$ cat config.mk
export PLATFORM = sky130hd
export DESIGN_NAME = clock_period_meter
export DESIGN_NICKNAME = d
export VERILOG_FILES = /design/src/rtl/clock_period_meter.sv
export SDC_FILE = /design/constraint.sdc
export NUM_CORES = 1
export LEC_CHECK = 0
export BUFFER_PORTS_ARGS = -buffer_cell sky130_fd_sc_hd__buf_2
export CAP_MARGIN = 20
export CORE_MARGIN = 1
export CORE_UTILIZATION = 55
export CTS_CLUSTER_DIAMETER = 200
export DETAILED_ROUTE_END_ITERATION = 10
export PLACE_DENSITY_LB_ADDON = 0.12
export SYNTH_ARGS = -nofsm -noshare
export SYNTH_HDL_FRONTEND = slang
export SYNTH_SLANG_ARGS = --single-unit
$ cat constraint.sdc
create_clock -name clk_50Mhz -period 4.7 [get_ports clk_50Mhz]
set_input_delay 0.47 -clock clk_50Mhz [delete_from_list [all_inputs] [get_ports clk_50Mhz]]
set_output_delay 0.47 -clock clk_50Mhz [all_outputs]
set_load 0.05 [all_outputs]
$ cat src/rtl/clock_period_meter.sv
// Measures the rising-edge-to-rising-edge period of a slow asynchronous square wave in clk_50Mhz
// cycles, derives the matching half-period divider terminal count and flags lock and loss of signal.
// Optional high-time measurement is enabled by defining MEAS_HIGH_TIME_EN.
module clock_period_meter #(
  parameter logic [31:0] TIMEOUT    = 32'd100000000,
  parameter int          LOCK_COUNT = 4,
  parameter logic [31:0] MATCH_TOL  = 32'd1
) (
  input  logic        clk_50Mhz,
  input  logic        reset,
  input  logic        sig_in,
  output logic [31:0] period,
  output logic [31:0] expire_est,
  output logic        meas_valid,
  output logic        locked,
  output logic        timeout,
  output logic [31:0] high_cycles
);

  localparam int              RUN_W   = $clog2(LOCK_COUNT + 1);
  localparam logic [RUN_W-1:0] RUN_MAX = RUN_W'(LOCK_COUNT);
  localparam logic [RUN_W-1:0] RUN_ONE = RUN_W'(1);

  typedef enum logic {IDLE, MEASURE} state_t;

  state_t           state;
  logic             s1, s2, s3;
  logic [31:0]      cnt;
  logic [RUN_W-1:0] run;

  logic             rise;
  logic [31:0]      new_period;
  logic [31:0]      new_expire;
  logic [31:0]      diff;
  logic [RUN_W-1:0] run_next;
  logic             lock_next;
  logic             do_meas;
  logic             do_first;
  logic             do_timeout;

  assign rise       = s2 & ~s3;
  assign new_period = cnt + 32'd1;
  assign new_expire = (new_period < 32'd2) ? 32'd0 : ((new_period >> 1) - 32'd1);
  assign diff       = (new_period > period) ? (new_period - period) : (period - new_period);

  // A rise on the timeout cycle is still a valid measurement, so timeout requires no rise.
  assign do_meas    = (state == MEASURE) && rise;
  assign do_first   = (state == IDLE) && rise;
  assign do_timeout = (state == MEASURE) && !rise && (new_period == TIMEOUT);

  // run == 0 means no reference period since the last reset or signal loss.
  always_comb begin
    run_next  = RUN_ONE;
    lock_next = 1'b0;
    if (run == '0) begin
      run_next  = RUN_ONE;
      lock_next = (RUN_ONE == RUN_MAX);
    end else if (diff <= MATCH_TOL) begin
      run_next  = (run == RUN_MAX) ? run : (run + RUN_ONE);
      lock_next = (run_next == RUN_MAX);
    end
  end

  always_ff @(posedge clk_50Mhz or negedge reset) begin
    if (!reset) begin
      state      <= IDLE;
      s1         <= 1'b0;
      s2         <= 1'b0;
      s3         <= 1'b0;
      cnt        <= 32'd0;
      run        <= '0;
      period     <= 32'd0;
      expire_est <= 32'd0;
      meas_valid <= 1'b0;
      locked     <= 1'b0;
      timeout    <= 1'b0;
    end else begin
      s1         <= sig_in;
      s2         <= s1;
      s3         <= s2;
      meas_valid <= 1'b0;
      timeout    <= 1'b0;
      case (state)
        IDLE: begin
          cnt <= 32'd0;
          if (rise) state <= MEASURE;
        end
        MEASURE: begin
          if (do_meas) begin
            period     <= new_period;
            expire_est <= new_expire;
            meas_valid <= 1'b1;
            run        <= run_next;
            locked     <= lock_next;
            cnt        <= 32'd0;
          end else if (do_timeout) begin
            timeout <= 1'b1;
            locked  <= 1'b0;
            run     <= '0;
            cnt     <= 32'd0;
            state   <= IDLE;
          end else begin
            cnt <= new_period;
          end
        end
        default: state <= IDLE;
      endcase
    end
  end

`ifdef MEAS_HIGH_TIME_EN
  logic [31:0] hcnt;

  // The rise cycle itself has s2 high, so a new count starts at 1.
  always_ff @(posedge clk_50Mhz or negedge reset) begin
    if (!reset) begin
      hcnt        <= 32'd0;
      high_cycles <= 32'd0;
    end else if (do_meas) begin
      high_cycles <= hcnt;
      hcnt        <= 32'd1;
    end else if (do_first) begin
      hcnt <= 32'd1;
    end else if (do_timeout) begin
      hcnt        <= 32'd0;
      high_cycles <= 32'd0;
    end else if (state == MEASURE) begin
      hcnt <= hcnt + {31'd0, s2};
    end
  end
`else
  assign high_cycles = 32'd0;
`endif

endmodule

==> impl_results.md, run 1 <==
- Post-synth top area share: 0.2821
- Clock skew: 12.72 ps
- CTS Root Cell: clkbuf_16
- Largest net degree at the start of global routing: 72
- Cell Int Power: ~3 mW
- Clock Path Buffers: 2
- Yosys warns: 0
- Critical-path maximum fanout: 6
- Comb power frac: 0.671
- # H-tree levels: 3
- Post-Syn Area: 9313 um2
- Most frequent cells in the layout: 200 x buf_4, 129 x nand2_1, 103 x dfrtp_1
- Clock sinks: 105
- Clk slew on worst S/H paths: 80 ps
- Synthesized area per cell: 7.872 um2
- Cells after synthesis: 1183
- Top Family by Delay on Critical Path: simple AND/OR/NAND/NOR gates
- Setup crit end kind: register
- Worst setup SP type: register
- Commonest non-fill, non-tap cell in the layout: buf_4
- Outcome: complete, but fails checks
- Sequential Power Share: 0.196
- Die height: 132.1 um
- Total chip power: 5.788 mW
- Worst Setup Slack, final: -9.570 ps
- Ant. Diodes: 0
- CTS tree: yes
- Crit path max-delay cell type: dfrtp_1
- Routability Congestion: approximately 1
- Post-layout min period: 4710 ps
- Failing checks: negative setup slack
- Post-synth top area cell: dfrtp_1
- Area Overhead vs Synth: 27.23%
- CP Class: register to register
- First-pass GRT wire length: approximately 46 mm
- Final wirelength: 29.98 mm
- Pre-antenna DRT Iters: 5
- Routed vias/inst: a little under 6
- Drt initial violations: 802
- Final #Nets: 1482
- Setup violations, final: 1
- Flops & latches, synth: 105
- Antenna violations before repair: 0
- Area contributors post-synth: dfrtp_1 28%, ha_1 9.1%, xnor2_1 5.7%, nand2_1 5.2%, a21oi_1 5.1%
- Finished Cell Area: 11850 um2
- Row count: 47
- Data arrival time of the critical path: 4940 ps
- IO Port Bufs: 68
- Layout cell share with drive strength beyond 1: 0.2716
- Largest stage delay, worst path: 420 ps
- Number of global-route vias before repair: 8938
- Max-slew headroom: 0.3653
- Clock Power Share: 0.133
- Worst slew pin tran: 952.1 ps
- Maximum VDD drop: roughly 0.36 mV
- Final hold violations: 0
- Post-synth EDFFs: 0
- Switching Fraction: 0.4824
- Placed insts: 1595
- Core Region: 16580 um2
- Ports: 102
- Most frequent CP cell: and4_4
- Die area: approximately 17000 um2
- Hold_buf cts: 0
- Tcrit/Tclk final: 1.002
- Worst skew pair latency: ~370 ps
- Switch Pwr: 2.792 mW
- Maxcap violations: 0
- CP required: roughly 4900 ps
- Post-Layout Cell Count: about 1600
- Critical path, cell by cell: ha_4, and4_4, and4_4, and4_4, buf_4, nand2_1, xnor2_2, ha_4, nand4_1, buf_6, nor4_4, nand3_1, a21boi_4, or2_4, buf_4, nor4b_2, a22oi_1, a211o_1, nand4b_1, o31ai_1, a221oi_1
- Ys async rst share: 1.000
- Top FF cell, synth: dfrtp_1
- Overall Global Routing Usage: 0.3401
- Achievable Freq: 0.2123 GHz
- Antenna-violating nets left: 0
- Die width: around 130 um
- WP buf/inv: 3
- Total number of vias: 9614
- Wire per inst: 18.35 um
- Register area share after synthesis: 0.2821
- Starting Density: 0.5616
- Pwr Density: 488.5 nW/um2
- Remaining Overflow, GRT: 0
- HP Class: primary input to register
- RSZ-0062 raised after global routing: yes
- Final Max Tran Viols: 0
- CTS buffer count: 9
- Leak: approximately 6 nW
- DRC: 0
- Placed Area: ~11000 um2
- Post-DP HPWL: roughly 23 mm
- Netlist cell types: 85
[per-stage QoR]
stage                       util  hold WS (ps)  TNS [ps]  setup WS (ps)
final                     0.7145         203.6    -9.570         -9.570
after global routing      0.7145         204.6    -686.4         -201.1
after CTS                 0.6888         198.9         0          12.41
after detailed placement  0.6584         338.0     -1287         -382.6
after global placement    0.6584         352.5    -809.3         -270.6
after floorplan                -         174.4         0          2.422
[power by group through the flow]
stage / combinational, mW / sequential, mW / clock, mW
after detailed placement: 3.59 / 1.14 / 0
after CTS: 3.69 / 1.13 / 0.775
after floorplan: 2.17 / 1.59 / 0
final: 3.89 / 1.13 / 0.771
after global routing: 4.16 / 1.15 / 0.806
after global placement: 3.55 / 1.14 / 0
[layout make-up]
type / count / area, um2
multi-input combinational: 939 / 6450
inverter: 83 / 311.5
clock buffer: 10 / 239.0
sequential: 105 / 2630
clock inverter: 6 / 61.31
fill: 1363 / 4735
timing repair buffer: 271 / 1882
tap: 220 / 275.3
[repair_timing]
action                                  in CTS  in global routing
gates resized for setup                     27                 63
hold endpoints to repair                     0                  0
pin swaps                                   13                 36
endpoints found under the setup margin       4                  4
buffers inserted                            11                 13
[state kept, by name (all words and copies together), names as in the netlist]
name / cells
cnt: 32
expire_est: 31
locked: 1
meas_valid: 1
period: 32
run: 3
s1: 1
s2: 1
s3: 1
state: 1
timeout: 1
[final timing paths]
kind | depth (start not counted) | slack (ps) | from | endpoint
hold reg to reg | 0 | 370 | s1 | s2
setup reg to reg | 21 | -10 | cnt[1] | run[0]
max in group asynchronous | 2 | 3400 | reset | cnt[5]
min in group asynchronous | 1 | 210 | reset | locked
setup / recovery | 21 | -10 | cnt[1] | run[0]
hold / removal | 1 | 200 | sig_in | s1
[synthesized netlist by cell type (all sizes together), types with 26 or more instances]
cell type    n
nand2      130
dfrtp      105
nor2       103
a21oi       95
o21ai       92
inv         83
ha          68
buf         64
xnor2       61
nand3       38
nand4       30
xor2        30
o31ai       26
[logic make-up (layout without fill, tap and decap cells)]
logic type	Yosys count	count (layout)	synth area share
buffers and inverters	171	370	0.08854
adders and majority gates	70	70	0.09566
xor gates and xnor gates	91	91	0.08800
AOI/OAI and AO/OA	325	325	0.2191
DFF	105	105	0.2821
other	1	33	0.0004027
and+or+nand+nor	414	414	0.2195
muxes	6	6	0.006583
[layer usage]
| metal | track usage | wire length [um] | part of all wire | up-vias |
|---|---|---|---|---|
| li1 | - | - | - | 4568 |
| met2 | 0.5123 | 13020 | 0.43 | 417 |
| met4 | 0.1059 | 510 | 0.017 | 0 |
| met1 | 0.5098 | 14410 | 0.48 | 4597 |
| met3 | 0.03729 | 2041 | 0.068 | 32 |
| met5 | 0 | 0 | 0 | - |
No activity file was read; power rests on OpenSTA's default activity.
==> run 2, diff against run 1 <==
--- a/config.mk
+++ b/config.mk
@@ -12,6 +12,7 @@
 export CTS_CLUSTER_DIAMETER = 200
 export DETAILED_ROUTE_END_ITERATION = 10
 export PLACE_DENSITY_LB_ADDON = 0.12
+export RECOVER_POWER = 100
 export SYNTH_ARGS = -nofsm -noshare
 export SYNTH_HDL_FRONTEND = slang
 export SYNTH_SLANG_ARGS = --single-unit
==> impl_results.md, run 2 (synthesis results as in run 1) <==
- Die width: 132.1 um
- Die area: 17460 um2
- Pre-antenna DRT Iters: 6
- Commonest non-fill, non-tap cell in the layout: buf_4
- Clock sinks: 105
- Layout cell share with drive strength beyond 1: 0.2249
- CP startpoint: cnt[0]
- Die height: between 100 and 150 um
- Data arrival time of the critical path: 4930 ps
- Largest net degree at the start of global routing: a little over 70
- Met2 GRT Util: 0.5123
- Final wirelength: 30.02 mm
- Total chip power: 5.746 mW
- Setup crit end kind: register
- Most frequent CP cell: and4_4
- Wire per inst: 18.37 um
- Final hold violations: 0
- Post-layout min period: 4709 ps
- Remaining Overflow, GRT: 0
- Outcome: complete, but fails checks
- Clock skew: 12.23 ps
- First-pass GRT wire length: 46.50 mm
- Comb power frac: 0.669
- Largest stage delay, worst path: 420 ps
- Placed insts: between 1500 and 2000
- Final #Nets: 1482
- Ant. Diodes: 0
- Switching Fraction: 0.4852
- Routability Congestion: 0.9988
- Max-slew headroom: -1.612
- CTS buffer count: 9
- Row count: 47
- Final Max Tran Viols: 72
- Sequential cell area: 2630 um2
- Leak: between 5 and 6 nW
- HP Class: primary input to register
- Post-DP HPWL: 23.35 mm
- Top Usage Layer GRT: met2
- Hold_buf cts: 0
- Clk slew on worst S/H paths: ~80 ps
- CTS tree: yes
- Failing checks: max-capacitance violations, max-slew violations, negative setup slack
- Core Region: 16580 um2
- Critical path, cell by cell: ha_4, and4_4, and4_4, and4_4, buf_4, nand2_1, xnor2_2, ha_4, nand4_1, buf_6, nor4_4, nand3_1, a21boi_4, or2_4, buf_4, nor4b_2, a22oi_1, a211o_1, nand4b_1, o31ai_1, a221oi_1
- Number of global-route vias before repair: around 8900
- Overall Global Routing Usage: 0.3401
- RSZ-0062 raised after global routing: yes
- CP Class: register to register
- Antenna violations before repair: 0
- Starting Density: 0.5616
- Sequential Power Share: 0.198
- GR Util met1: 0.5098
- Setup violations, final: 1
- Switch Pwr: between 2 and 3 mW
- Tcrit/Tclk final: 1.002
- Pwr Density: 488.6 nW/um2
- Fill count: 1399
- Total number of vias: 9599
- Clock Power Share: 0.134
- CP required: 4930 ps
- Clock Path Buffers: 2
- Final setup TNS: -8.955 ps
- R2R Path Start: cnt[0]
- Worst Setup Slack, final: -8.955 ps
- Drt initial violations: a little over 800
- Area of the multi-input gates: 6450 um2
- Area Overhead vs Synth: 26.29%
- Post-Layout Cell Count: 1634
- Cell Int Power: 2.958 mW
- CTS Root Cell: clkbuf_16
- Antenna-violating nets left: 0
- Worst skew pair latency: 370 ps
- DRC: 0
- Ports: 102
- Min-delay src: sig_in
- Worst setup SP type: register
- Most frequent cells in the layout: 198 x buf_4, 129 x nand2_1, 103 x dfrtp_1
- Worst slew pin tran: around 3900 ps
- Crit path max-delay cell type: dfrtp_2
- Achievable Freq: 0.2124 GHz
- Met3 usage: 0.03729
- # H-tree levels: 3
- Largest registers: cnt x32, period x32, expire_est x31
- Maximum VDD drop: about 0.36 mV
- Routed vias/inst: 5.875
- Maxcap violations: 1
- Critical-path maximum fanout: 6
- IO Port Bufs: between 60 and 70
[run 2: final cells by class]
class,instances,share of cell area
Sequential cell,105,0.2236
Timing Repair Buffer,271,0.1526
Inverter,83,0.02649
Tap cell,220,0.02340
Clock buffer,10,0.02032
Clock inverter,6,0.005213
Multi-Input combinational cell,939,0.5484
[run 2: power groups by stage]
| stage | registers [mW] | logic, mW | clock network, mW |
|---|---|---|---|
| finish | 1.14 | 3.84 | 0.768 |
| global route | 1.15 | 4.12 | 0.806 |
| CTS | 1.13 | 3.69 | 0.775 |
| detailed placement | 1.14 | 3.59 | 0 |
| global placement | 1.14 | 3.55 | 0 |
| floorplan | 1.59 | 2.17 | 0 |
[run 2: worst paths after layout]
| check | to | slack, ps | depth (start not counted) |
|---|---|---|---|
| hold / removal | s1 | 210 | 1 |
| setup / recovery | run[0] | -9 | 21 |
| min in group asynchronous | locked | 1450 | 1 |
| setup reg to reg | run[0] | -9 | 21 |
| max in group asynchronous | cnt[5] | 820 | 2 |
| hold reg to reg | s2 | 370 | 0 |
[run 2: layer usage]
layer,wire length (um),share of wire,vias up
met3,2066,0.069,45
met5,0,0,-
met4,599,0.020,0
met1,14410,0.48,4568
met2,12940,0.43,438
li1,-,-,4548
[run 2: worst max-delay path, delay by kind of cell, from the launching register on]
kind | cells | cell delay [ps]
xor+xnor | 1 | 310
flops | 1 | 420
compound gates | 5 | 960
fa+ha+maj | 2 | 350
simple gates | 10 | 2090
buf+inv | 3 | 430
[run 2: what timing repair did]
item	CTS	global route
buffers inserted	11	13
endpoints found under the setup margin	4	4
pin swaps	13	36
cloned	0	0
resized for setup	27	63
[run 2: metrics by stage]
step	worst slack [ps]	hold slack, ps	utilization	instance area, um2
3_3_place_gp	-270.6	352.5	0.6584	10920
3_5_place_dp	-382.6	338.0	0.6584	10920
5_1_grt	-201.1	204.6	0.7092	11760
4_1_cts	12.41	198.9	0.6888	11420
6_report	-8.955	205.9	0.7092	11760
2_1_floorplan	2.422	174.4	-	9460
==> run 3, diff against run 2 <==
--- a/config.mk
+++ b/config.mk
@@ -7,6 +7,7 @@
 export LEC_CHECK = 0
 export BUFFER_PORTS_ARGS = -buffer_cell sky130_fd_sc_hd__buf_2
 export CAP_MARGIN = 20
+export CORE_ASPECT_RATIO = 0.7
 export CORE_MARGIN = 1
 export CORE_UTILIZATION = 55
 export CTS_CLUSTER_DIAMETER = 200
==> impl_results.md, run 3 (synthesis results as in run 1) <==
- Cell Int Power: 2.870 mW
- Top routing layer in use: met4
- Final #Nets: ~1500
- Post-DP HPWL: 24.15 mm
- CP required: 4920 ps
- Ports: 102
- Largest stage delay, worst path: slightly above 400 ps
- Final hold violations: 0
- Die height: between 100 and 150 um
- Max-slew headroom: -0.4897
- R2R Path Start: cnt[1]
- Leak: ~5.5 nW
- Clk slew on worst S/H paths: 80 ps
- Achievable Freq: between 0.2 and 0.25 GHz
- Final Max Tran Viols: 155
- RSZ-0062 raised after global routing: yes
- Clock Power Share: 0.132
- Worst R2R Path Depth: 20
- First-pass GRT wire length: roughly 48 mm
- Critical path, cell by cell: ha_4, and4_4, buf_4, nand4_1, nor2_1, xnor2_1, inv_1, ha_1, buf_4, nand2_1, o21ai_0, a21oi_1, a21boi_4, or2_4, mux2_4, xor2_2, a211o_1, nand4b_1, o31ai_2, a221oi_2
- Routed length on met1: around 15 mm
- Routability Congestion: 1.021
- Critical-path maximum fanout: 6
- Most frequent cells in the layout: 188 x buf_4, 128 x nand2_1, 104 x dfrtp_1
- Maxcap violations: 3
- CP startpoint: cnt[1]
- Total chip power: 5.628 mW
- DRC: 0
- Wire per inst: 18.85 um
- Dpl ws: -206.9 ps
- Starting Density: 0.5663
- Clock sinks: 105
- Clock skew: 12.55 ps
- Met3 Wirelength: 3.287 mm
- Antenna-violating nets left: 0
- CTS Root Cell: clkbuf_16
- Post-layout min period: 4741 ps
- Maximum VDD drop: 0.4999 mV
- Fill count: 1378
- CTS buffer count: 9
- Final wirelength: 30.79 mm
- Worst slew pin tran: 2235 ps
- Routed vias/inst: 5.909
- Reg2reg setup slack: -40 ps
- Worst skew pair latency: 370 ps
- Drt initial violations: 1143
- Ant. Diodes: 0
- HP Class: primary input to register
- Commonest non-fill, non-tap cell in the layout: buf_4
- Data arrival time of the critical path: 4970 ps
- Worst setup SP type: register
- Clock Path Buffers: 2
- Number of global-route vias before repair: slightly below 9000
- Die area: around 17000 um2
- Reg-to-reg endpoint: run[0]
- Overall Global Routing Usage: 0.3581
- Crit path max-delay cell type: dfrtp_1
- Die width: approximately 160 um
- Pre-antenna DRT Iters: 6
- Antenna violations before repair: 0
- Pwr Density: 481.4 nW/um2
- Tcrit/Tclk final: 1.009
- IO Port Bufs: slightly below 70
- Critical path endpoint: run[0]
- Core Region: approximately 16000 um2
- Row count: 39
- Most frequent CP cell: buf_4
- Sequential Power Share: 0.202
- Largest net degree at the start of global routing: 77
- CTS tree: yes
- Area Overhead vs Synth: 25.54%
- Comb power frac: 0.666
- Largest registers: cnt x32, period x32, expire_est x31
- Wire length on met2: 11.98 mm
- Outcome: complete, but fails checks
- # H-tree levels: 3
- Layout cell share with drive strength beyond 1: 0.2209
- Failing checks: max-capacitance violations, max-slew violations, negative setup slack
- Switching Fraction: 0.4901
- Worst Setup Slack, final: -40.99 ps
- CP Class: register to register
- Switch Pwr: ~2.8 mW
- Setup violations, final: 1
- Remaining Overflow, GRT: 0
- Total number of vias: 9650
- Hold_buf cts: 0
- Setup crit end kind: register
## run 3: cell types whose count changed in the layout (fill, tap and decap cells not counted), sizes merged
cell	previous run	this run
buf	205	193
clkbuf	76	81
clkinv	3	2
inv	85	86
or2	4	5
## run 3: per-stage QoR
stage	setup TNS, ps	util	cells	instance area [um2]	hold WS [ps]
CTS	0	0.6863	1617	11290	200.4
floorplan	0	-	1215	9460	174.4
global placement	-208.0	0.6639	1599	10920	333.3
detailed placement	-659.1	0.6639	1599	10920	341.0
finish	-40.99	0.7109	1633	11690	208.7
global route	-1025	0.7109	1633	11690	207.1
## run 3: layout make-up
class,instances,area [um2],share of cell area
Multi-Input combinational cell,940,6461,0.5527
Sequential cell,105,2629,0.2249
Timing Repair Buffer,264,1729,0.1479
Inverter,83,311.5,0.02665
Tap cell,225,281.5,0.02408
Clock buffer,10,229.0,0.01958
Clock inverter,6,50.05,0.004281
## run 3: worst min-delay path by stage
stage | from | end | slack [ps] | cells past startpoint
3_3_place_gp | s1 | s2 | 330 | 0
3_5_place_dp | s1 | s2 | 340 | 0
5_1_grt | sig_in | s1 | 210 | 1
2_1_floorplan | reset | cnt[0] | 170 | 0
6_report | sig_in | s1 | 210 | 1
4_1_cts | sig_in | s1 | 200 | 1
## run 3: worst max-delay path: cells and delay by family, from the launching register on
kind / cells / cell delay (ps)
compound gates: 6 / 1550
xor+xnor: 2 / 300
simple gates: 6 / 1140
buf+inv: 3 / 400
mux: 1 / 320
flops: 1 / 410
fa+ha+maj: 2 / 480
## run 3: metal layers
metal / up-vias / track usage
met3: 26 / 0.07037
met2: 486 / 0.4614
li1: 4560 / -
met4: 0 / 0.06861
met5: - / 0
met1: 4578 / 0.5979
## run 3: what timing repair did
item | in CTS | in global routing
gates resized for setup | 19 | 77
endpoints found under the setup margin | 4 | 4
buffers inserted | 1 | 16
pin swaps | 8 | 42
gates cloned | 1 | 0
## run 3: power groups by stage
stage	combinational, mW	clock (mW)	sequential (mW)
finish	3.75	0.744	1.14
global route	4.06	0.786	1.15
CTS	3.58	0.755	1.13
detailed placement	3.50	0	1.14
global placement	3.47	0	1.14
floorplan	2.17	0	1.59
